## src/rtl/acs_stage_scheduler_pkg.sv

```systemverilog
// Shared constants for the ACS stage scheduler: default sizes, metric address
// width and the scheduler FSM encoding.
package acs_stage_scheduler_pkg;

    localparam int NUM_STATES_DEF  = 16;
    localparam int SETUP_WORDS_DEF = 32;
    localparam int MADDR_W         = 4;
    localparam int BCNT_W          = 7;

    localparam logic [2:0] ST_IDLE      = 3'd0;
    localparam logic [2:0] ST_SETUP     = 3'd1;
    localparam logic [2:0] ST_READY     = 3'd2;
    localparam logic [2:0] ST_FEED      = 3'd3;
    localparam logic [2:0] ST_WAIT_DONE = 3'd4;

    function automatic int setup_total(input int stages, input int words);
        return stages * words;
    endfunction

endpackage

```

## src/rtl/metric_feed_counter.sv

```systemverilog
// Generates the accumulated-metric feed window: en high for NUM_STATES cycles
// after a start pulse while addr steps from 0; clear aborts the window.
module metric_feed_counter
    import acs_stage_scheduler_pkg::*;
#(
    parameter int NUM_STATES = NUM_STATES_DEF
) (
    input  logic               clk,
    input  logic               resetN,
    input  logic               start,
    input  logic               clear,
    output logic               en,
    output logic [MADDR_W-1:0] addr,
    output logic               last
);

    localparam logic [MADDR_W-1:0] LAST_ADDR = MADDR_W'(NUM_STATES - 1);

    logic               en_q;
    logic               en_d;
    logic [MADDR_W-1:0] addr_q;
    logic [MADDR_W-1:0] addr_d;

    assign last = en_q && (addr_q == LAST_ADDR);

    // Address returns to 0 whenever the window is closed.
    always_comb begin
        en_d   = en_q;
        addr_d = addr_q;
        if (clear) begin
            en_d   = 1'b0;
            addr_d = '0;
        end else if (start) begin
            en_d   = 1'b1;
            addr_d = '0;
        end else if (en_q) begin
            if (last) begin
                en_d   = 1'b0;
                addr_d = '0;
            end else begin
                addr_d = addr_q + MADDR_W'(1);
            end
        end
    end

    always_ff @(posedge clk) begin
        if (!resetN) begin
            en_q   <= 1'b0;
            addr_q <= '0;
        end else begin
            en_q   <= en_d;
            addr_q <= addr_d;
        end
    end

    assign en   = en_q;
    assign addr = addr_q;

endmodule

```

## src/rtl/acs_stage_scheduler.sv

```systemverilog
// Frame/block scheduler for a chain of ACS stages: loads setup tables, launches
// blocks, drives the metric feed window and counts completed blocks per frame.
module acs_stage_scheduler
    import acs_stage_scheduler_pkg::*;
#(
    parameter int NUM_STAGES       = 2,
    parameter int SETUP_WORDS      = SETUP_WORDS_DEF,
    parameter int NUM_STATES       = NUM_STATES_DEF,
    parameter int BLOCKS_PER_FRAME = 64
) (
    input  logic               clk,
    input  logic               resetN,
    input  logic               clkEn,
    input  logic               frameIn,
    input  logic               blockIn,
    input  logic               setupValid,
    input  logic               lastStageDone,
    output logic               startFrame,
    output logic               startBlock,
    output logic               startStage,
    output logic               setupComplete,
    output logic               metricEn,
    output logic [MADDR_W-1:0] metricRdAddr,
    output logic [BCNT_W-1:0]  blockCount,
    output logic               frameDone,
    output logic               overrun
);

    localparam int SETUP_TOTAL = setup_total(NUM_STAGES, SETUP_WORDS);
    localparam int SCNT_W      = $clog2(SETUP_TOTAL) + 1;

    logic [2:0]        state_q,          state_d;
    logic [SCNT_W-1:0] setup_cnt_q,      setup_cnt_d;
    logic [BCNT_W-1:0] block_cnt_q,      block_cnt_d;
    logic              setup_complete_q, setup_complete_d;
    logic              overrun_q,        overrun_d;
    logic              start_frame_q,    start_frame_d;
    logic              start_block_q,    start_block_d;
    logic              start_stage_q;
    logic              frame_done_q,     frame_done_d;

    logic frame_go;
    logic block_go;
    logic feed_last;

    assign frame_go = clkEn && frameIn;
    assign block_go = clkEn && blockIn;

    always_comb begin
        state_d          = state_q;
        setup_cnt_d      = setup_cnt_q;
        block_cnt_d      = block_cnt_q;
        setup_complete_d = setup_complete_q;
        overrun_d        = overrun_q;
        start_frame_d    = 1'b0;
        start_block_d    = 1'b0;
        frame_done_d     = 1'b0;

        // A frame start wins over everything, including a block in flight.
        if (frame_go) begin
            start_frame_d    = 1'b1;
            setup_cnt_d      = '0;
            block_cnt_d      = '0;
            setup_complete_d = 1'b0;
            state_d          = ST_SETUP;
        end else begin
            case (state_q)
                ST_SETUP: begin
                    if (block_go) overrun_d = 1'b1;
                    if (setupValid) begin
                        setup_cnt_d = setup_cnt_q + SCNT_W'(1);
                        if (setup_cnt_d == SCNT_W'(SETUP_TOTAL)) begin
                            state_d          = ST_READY;
                            setup_complete_d = 1'b1;
                        end
                    end
                end
                ST_READY: begin
                    if (block_go) begin
                        start_block_d = 1'b1;
                        state_d       = ST_FEED;
                    end
                end
                ST_FEED: begin
                    if (block_go) overrun_d = 1'b1;
                    if (feed_last) state_d = ST_WAIT_DONE;
                end
                ST_WAIT_DONE: begin
                    if (lastStageDone) begin
                        block_cnt_d = block_cnt_q + BCNT_W'(1);
                        if (block_cnt_d == BCNT_W'(BLOCKS_PER_FRAME)) begin
                            frame_done_d = 1'b1;
                            state_d      = ST_IDLE;
                        end else if (block_go) begin
                            start_block_d = 1'b1;
                            state_d       = ST_FEED;
                        end else begin
                            state_d = ST_READY;
                        end
                    end else if (block_go) begin
                        overrun_d = 1'b1;
                    end
                end
                default: ;
            endcase
        end
    end

    always_ff @(posedge clk) begin
        if (!resetN) begin
            state_q          <= ST_IDLE;
            setup_cnt_q      <= '0;
            block_cnt_q      <= '0;
            setup_complete_q <= 1'b0;
            overrun_q        <= 1'b0;
            start_frame_q    <= 1'b0;
            start_block_q    <= 1'b0;
            start_stage_q    <= 1'b0;
            frame_done_q     <= 1'b0;
        end else begin
            state_q          <= state_d;
            setup_cnt_q      <= setup_cnt_d;
            block_cnt_q      <= block_cnt_d;
            setup_complete_q <= setup_complete_d;
            overrun_q        <= overrun_d;
            start_frame_q    <= start_frame_d;
            start_block_q    <= start_block_d;
            start_stage_q    <= start_block_d;
            frame_done_q     <= frame_done_d;
        end
    end

    // The feed window opens on the cycle after startStage is seen.
    metric_feed_counter #(
        .NUM_STATES(NUM_STATES)
    ) u_feed (
        .clk   (clk),
        .resetN(resetN),
        .start (start_stage_q),
        .clear (frame_go),
        .en    (metricEn),
        .addr  (metricRdAddr),
        .last  (feed_last)
    );

    assign startFrame    = start_frame_q;
    assign startBlock    = start_block_q;
    assign startStage    = start_stage_q;
    assign setupComplete = setup_complete_q;
    assign blockCount    = block_cnt_q;
    assign frameDone     = frame_done_q;
    assign overrun       = overrun_q;

endmodule

```

## config.mk

```make
export PLATFORM = sky130hd
export DESIGN_NAME = acs_stage_scheduler
export DESIGN_NICKNAME = d
export VERILOG_FILES = /design/src/rtl/acs_stage_scheduler_pkg.sv /design/src/rtl/metric_feed_counter.sv /design/src/rtl/acs_stage_scheduler.sv
export SDC_FILE = /design/constraint.sdc
export NUM_CORES = 1
export LEC_CHECK = 0
export CAP_MARGIN = 20
export CORE_MARGIN = 2
export CORE_UTILIZATION = 50
export CTS_CLUSTER_SIZE = 28
export DETAILED_ROUTE_END_ITERATION = 8
export GPL_TIMING_DRIVEN = 0
export PLACE_DENSITY = 0.86
export SLEW_MARGIN = 0
export SYNTH_ARGS = -nofsm -noshare
export SYNTH_HDL_FRONTEND = slang
export SYNTH_HIERARCHICAL = 1
export SYNTH_SLANG_ARGS = --single-unit
```

## constraint.sdc

```tcl
create_clock -name clk -period 2.23 [get_ports clk]
set_input_delay 0.446 -clock clk [delete_from_list [all_inputs] [get_ports clk]]
set_output_delay 0.446 -clock clk [all_outputs]
set_load 0.05 [all_outputs]
```

# After elaboration in Yosys (flattened, before gate mapping)
# Index checks and enable logic that the tools add are counted.
# classes
addsub	3
n_mul	0
div_mod_pow	0
n_lt_le_gt_ge	0
eq_ne	18
shifts	0
mux	22
bitwise_logic	4
reduce_logical	16
# op_table
operator	count
$mux W3	5
$ne A3 B3 Y1 const B	5
$add A7 B1 Y7 const B	2
$eq A7 B7 Y1 const B	2
$mux W1	12
$ne A2 B2 Y1 const B	6
$pmux W3 S4	1
$reduce_and A6 Y1	2
$eq A3 B2 Y1 const B	2
$reduce_and A3 Y1	2
$reduce_bool A5 Y1	1
$add A4 B1 Y4 const B	1
$eq A4 B4 Y1 const B	1
$mux W4	1
$not A1 Y1	4
$pmux W1 S2	2
$reduce_and A2 Y1	2
$reduce_bool A4 Y1	1
$reduce_or A2 Y1	2
$reduce_or A4 Y1	1
$eq A3 B1 Y1 const B	1
$eq A3 B3 Y1 const B	1
$logic_and A1 B1 Y1	3
$reduce_or A3 Y1	1
2 further kinds	2
# word_totals
regBits	27
latch_bits	0
ram_bits	0
rom_bits	0
memories	0

# Longest topological paths before layout
# logic_depth
depth_word	6
depth_mapped	8

# By module
# Netlist, hierarchy kept.
# by_module_without_submodules
mod	instances	cells_per_inst	area_each_um2
acs_stage_scheduler	1	125	1067.3
metric_feed_counter	1	26	226.5

# Worst setup path before layout
# No wires, ideal clock.
# synth_path
path_type	flip-flop to flip-flop
from	register u_feed.addr_q[0], in the netlist u_feed/addr[0]
to	register state_q[0]
arrival_time_ps	1716
required_ps	2108
path_slack_ps	392
path_stages_with_launch	8
synth_period_minus_slack_ps	1838
cell_sequence	dfxtp_1 ha_1 nand2_1 nor2_1 nand2_1 o211ai_1 nand2_1 o311a_1
# synth_via
elab_chain_len	4
# synth_rtl
element	line_no	source
from (decl)	metric_feed_counter.sv:21	logic [MADDR_W-1:0] addr_q;
from (signal assigned)	metric_feed_counter.sv:52	addr_q <= addr_d;
$eq A4 B4 Y1	metric_feed_counter.sv:24	assign last = en_q && (addr_q == LAST_ADDR);
$logic_and A1 B1 Y1	metric_feed_counter.sv:24	
via feed_last	acs_stage_scheduler.sv:44	logic feed_last;
$ne A3 B3 Y1 (no source line)	-	
$reduce_and A6 Y1 (no source line)	-	
to (signal assigned)	acs_stage_scheduler.sv:121	state_q <= state_d;
to (decl)	acs_stage_scheduler.sv:32	logic [2:0] state_q, state_d;
# The timed path passes the listed nets, and every way through them passes these cells.
# A chain may end at the register's enable or synchronous reset.

# Final worst setup path
# layout_path
from	register u_feed.en_q, in the netlist u_feed/en
to	output metricEn
# layout_lines
element	line_no	source
from (decl)	metric_feed_counter.sv:19	logic en_q;
from (signal assigned)	metric_feed_counter.sv:51	en_q <= en_d;
to (decl)	acs_stage_scheduler.sv:22	output logic metricEn,
# No word-level cell between the ends.

==> impl_metrics.py <==
metrics = {
    "synthesis": {
        "synth_edf_count": 0,
        "syn-instance-count": 151,
        "synth_top_area_share_pct": 41.78,
        "synth_cell_types": 37,
        "ys_ff_latch": 27,
        "synth.area.top_cells": "dfxtp_1 42%, nor2_1 5.8%, nand2_1 5.5%, xor2_1 5.4%, a21oi_1 3.5%",
        "synthArstFlopShare_pct": 0,
        "syn_area_um2": 1294,
        "yosysWarningCount": 6,
        "ys_seq_area_share_pct": 41.78,
        "syn_avg_cell_area_um2": 8.568,
        "synth_most_common_cell": "dfxtp_1",
        "synthesis.nets": 161,
        "ys.flop_type": "dfxtp_1",
        "yosys-top-cells-count": "27 x dfxtp_1, 20 x nor2_1, 19 x nand2_1",
        "synth_largest_area_cell": "dfxtp_1",
    },
    "placement": {
        "port_buffers": 24,
        "gpl.final_weighted_congestion": 0.8139,
        "place_inst": 205,
        "dpl.hpwl_mm": 2.037,
    },
    "worst_setup_path": {
        "crit_slowest_cell": "clkdlybuf4s50_1",
        "worstPathMaxFanout": 7,
        "critical_path_buf_inv_count": 1,
        "worst_path_largest_cell_delay_ps": 860,
        "worstPathRequired_ps": 1780,
        "crit_family": "buffers and inverters",
        "end_kind": "output pin",
        "start_kind": "register",
        "r2r_slack_ps": 400,
        "worstSetupPathType": "reg -> out",
        "path_cells": "clkdlybuf4s50_1",
        "arrival_ps": 1670,
    },
    "cts": {
        "path_clk_slew_ps": 130,
        "cts-resized-gates": 0,
        "cts_buffers": 3,
        "cts_tree": "built",
        "clk_latency_ps": 310,
        "clockBufferDepth": 2,
        "hold_buffers": 0,
        "clock_sinks": 27,
        "htreeDepth": 1,
        "post_cts_buffers": 0,
        "cts-root-buf": "clkbuf_4",
    },
    "route": {
        "drt_iter0_markers": 22,
        "wl_met1_mm": 1.217,
        "top_layer_used": "met4",
        "wl_per_cell_um": 12.78,
        "wl_met2_mm": 1.321,
        "antenna_left": 0,
        "drt-vias-per-instance": 5.488,
        "vias": 1147,
        "remaining_drc_errors": 0,
        "first_pass_iters": 5,
        "wl_met3_um": 99,
        "finalWirelength_mm": 2.671,
    },
    "sta": {
        "setup_tns_ps": 0,
        "worst_pin_slew_ps": 511.0,
        "hold_violations": 0,
        "whs_ps": 500.7,
        "fmax_mhz": 472.5,
        "post-route-period-util_pct": 94.92,
        "setup_viol": 0,
        "relSlewSlack_pct": 65.83,
        "slew_violations": 0,
        "rsz0062_at_grt": "no",
        "finClkSkew_ps": 2.266,
        "period_needed_ps": 2117,
    },
    "floorplanning": {
        "die_w_um": 54.87,
        "pin_count": 25,
        "core_um2": 2455,
        "floorplan.initialDensity_pct": 52.70,
        "die_y_um": 54.87,
        "row_count": 18,
        "die-area_um2": 3010,
    },
    "global_route": {
        "track_usage_pct": 20.55,
        "grt_start_max_net_pins": 15,
        "grt_pass1_vias": 1083,
        "overflow": 0,
        "antenna_found_initial": 0,
        "grt_pass1_wl_mm": 4.471,
    },
    "hold_path": {
        "hold_path_class": "reg -> reg",
    },
    "power": {
        "p_leak_nw": 0.5691,
        "p_per_area_nw_per_um2": 511.1,
        "power_mw": 0.8166,
        "ir_drop_mv": 0.4112,
    },
    "finish": {
        "diodes": 0,
        "layout.nets": 190,
        "finalNonFillerCells": 209,
        "area_delta_synth_final_pct": 23.50,
        "drive_gt1_share_pct": 6.704,
    },
    "job": {
        "drv_cap": 0,
    },
    "status": {
        "outcome": "finished clean",
    },
}
==> cell type report <==
type / count / area (um2)
sequential: 27 / 540.5
fill: 208 / 857.1
multi-input combinational: 115 / 713.2
timing repair buffer: 24 / 240.2
buffer: 4 / 21.27
tap: 30 / 37.54
clock buffer: 4 / 26.28
inverter: 5 / 18.77
==> kinds of logic after synthesis <==
kind of cell    synth area share, %
mux                           1.547
fa+ha+maj                     2.902
xor+xnor                      8.801
simple gates                  30.95
compound gates                10.93
buf+inv                       3.095
flops                         41.78
==> worst paths after layout <==
| kind | end | startpoint | cells after the start |
|---|---|---|---|
| setup / recovery | metricEn | u_feed/en | 1 |
| hold / removal | setupComplete | setupComplete | 2 |
| setup reg to reg | state_q[0] | setup_cnt_q[0] | 5 |
| hold reg to reg | setupComplete | setupComplete | 2 |
==> registers in the layout, summed over array words and instances (netlist names) <==
register	flops
setup_cnt_q	7
u_feed/en	1
startStage	1
frameDone	1
state_q	3
setupComplete	1
startFrame	1
overrun	1
u_feed/addr	4
blockCount	7
==> through the flow <==
step / util (%) / worst slack [ps] / area [um2]
floorplan: - / 392.2 / 1294
global placement: 64.02 / 267.9 / 1572
detailed placement: 64.02 / 232.6 / 1572
CTS: 65.09 / 95.66 / 1598
global route: 65.09 / 37.84 / 1598
finish: 65.09 / 113.4 / 1598
==> worst min-delay path, cell delays in order (launching register included) <==
cell,delay [ps]
dfxtp_1,360
a21oi_1,40
nor2_1,70
==> layer usage <==
metal	vias to the layer above	global-route usage, %
met5	-	0
met4	0	8.333
met3	4	2.732
met2	21	35.32
met1	539	25.59
li1	583	-
==> cells in the final DEF, fill, tap and decap left out, types with 2 or more instances in the layout <==
cell and instances:
and4bb_2 2, buf_2 2, o21ai_0 4, xnor2_1 5
clkbuf_1 2, dfxtp_1 27, nor3b_1 2, a21oi_1 9
nand4_1 6, nand2_1 19, and3_1 2, mux2i_1 2
nand2b_1 4, nor2b_1 3, xor2_1 8, clkbuf_4 3
nor3_1 3, nor2_1 20, nand3b_1 2, inv_1 5
clkdlybuf4s50_1 24, nand3_1 3, nor4b_1 2, o211ai_1 3
ha_1 3
==> where the power goes <==
part,switching [mW],total [mW],internal [mW]
Combinational,0.0649,0.115,0.0500
Clock,0.133,0.203,0.0699
Sequential,0.00677,0.499,0.492
Note: power is estimated with default switching activity, not from simulation.
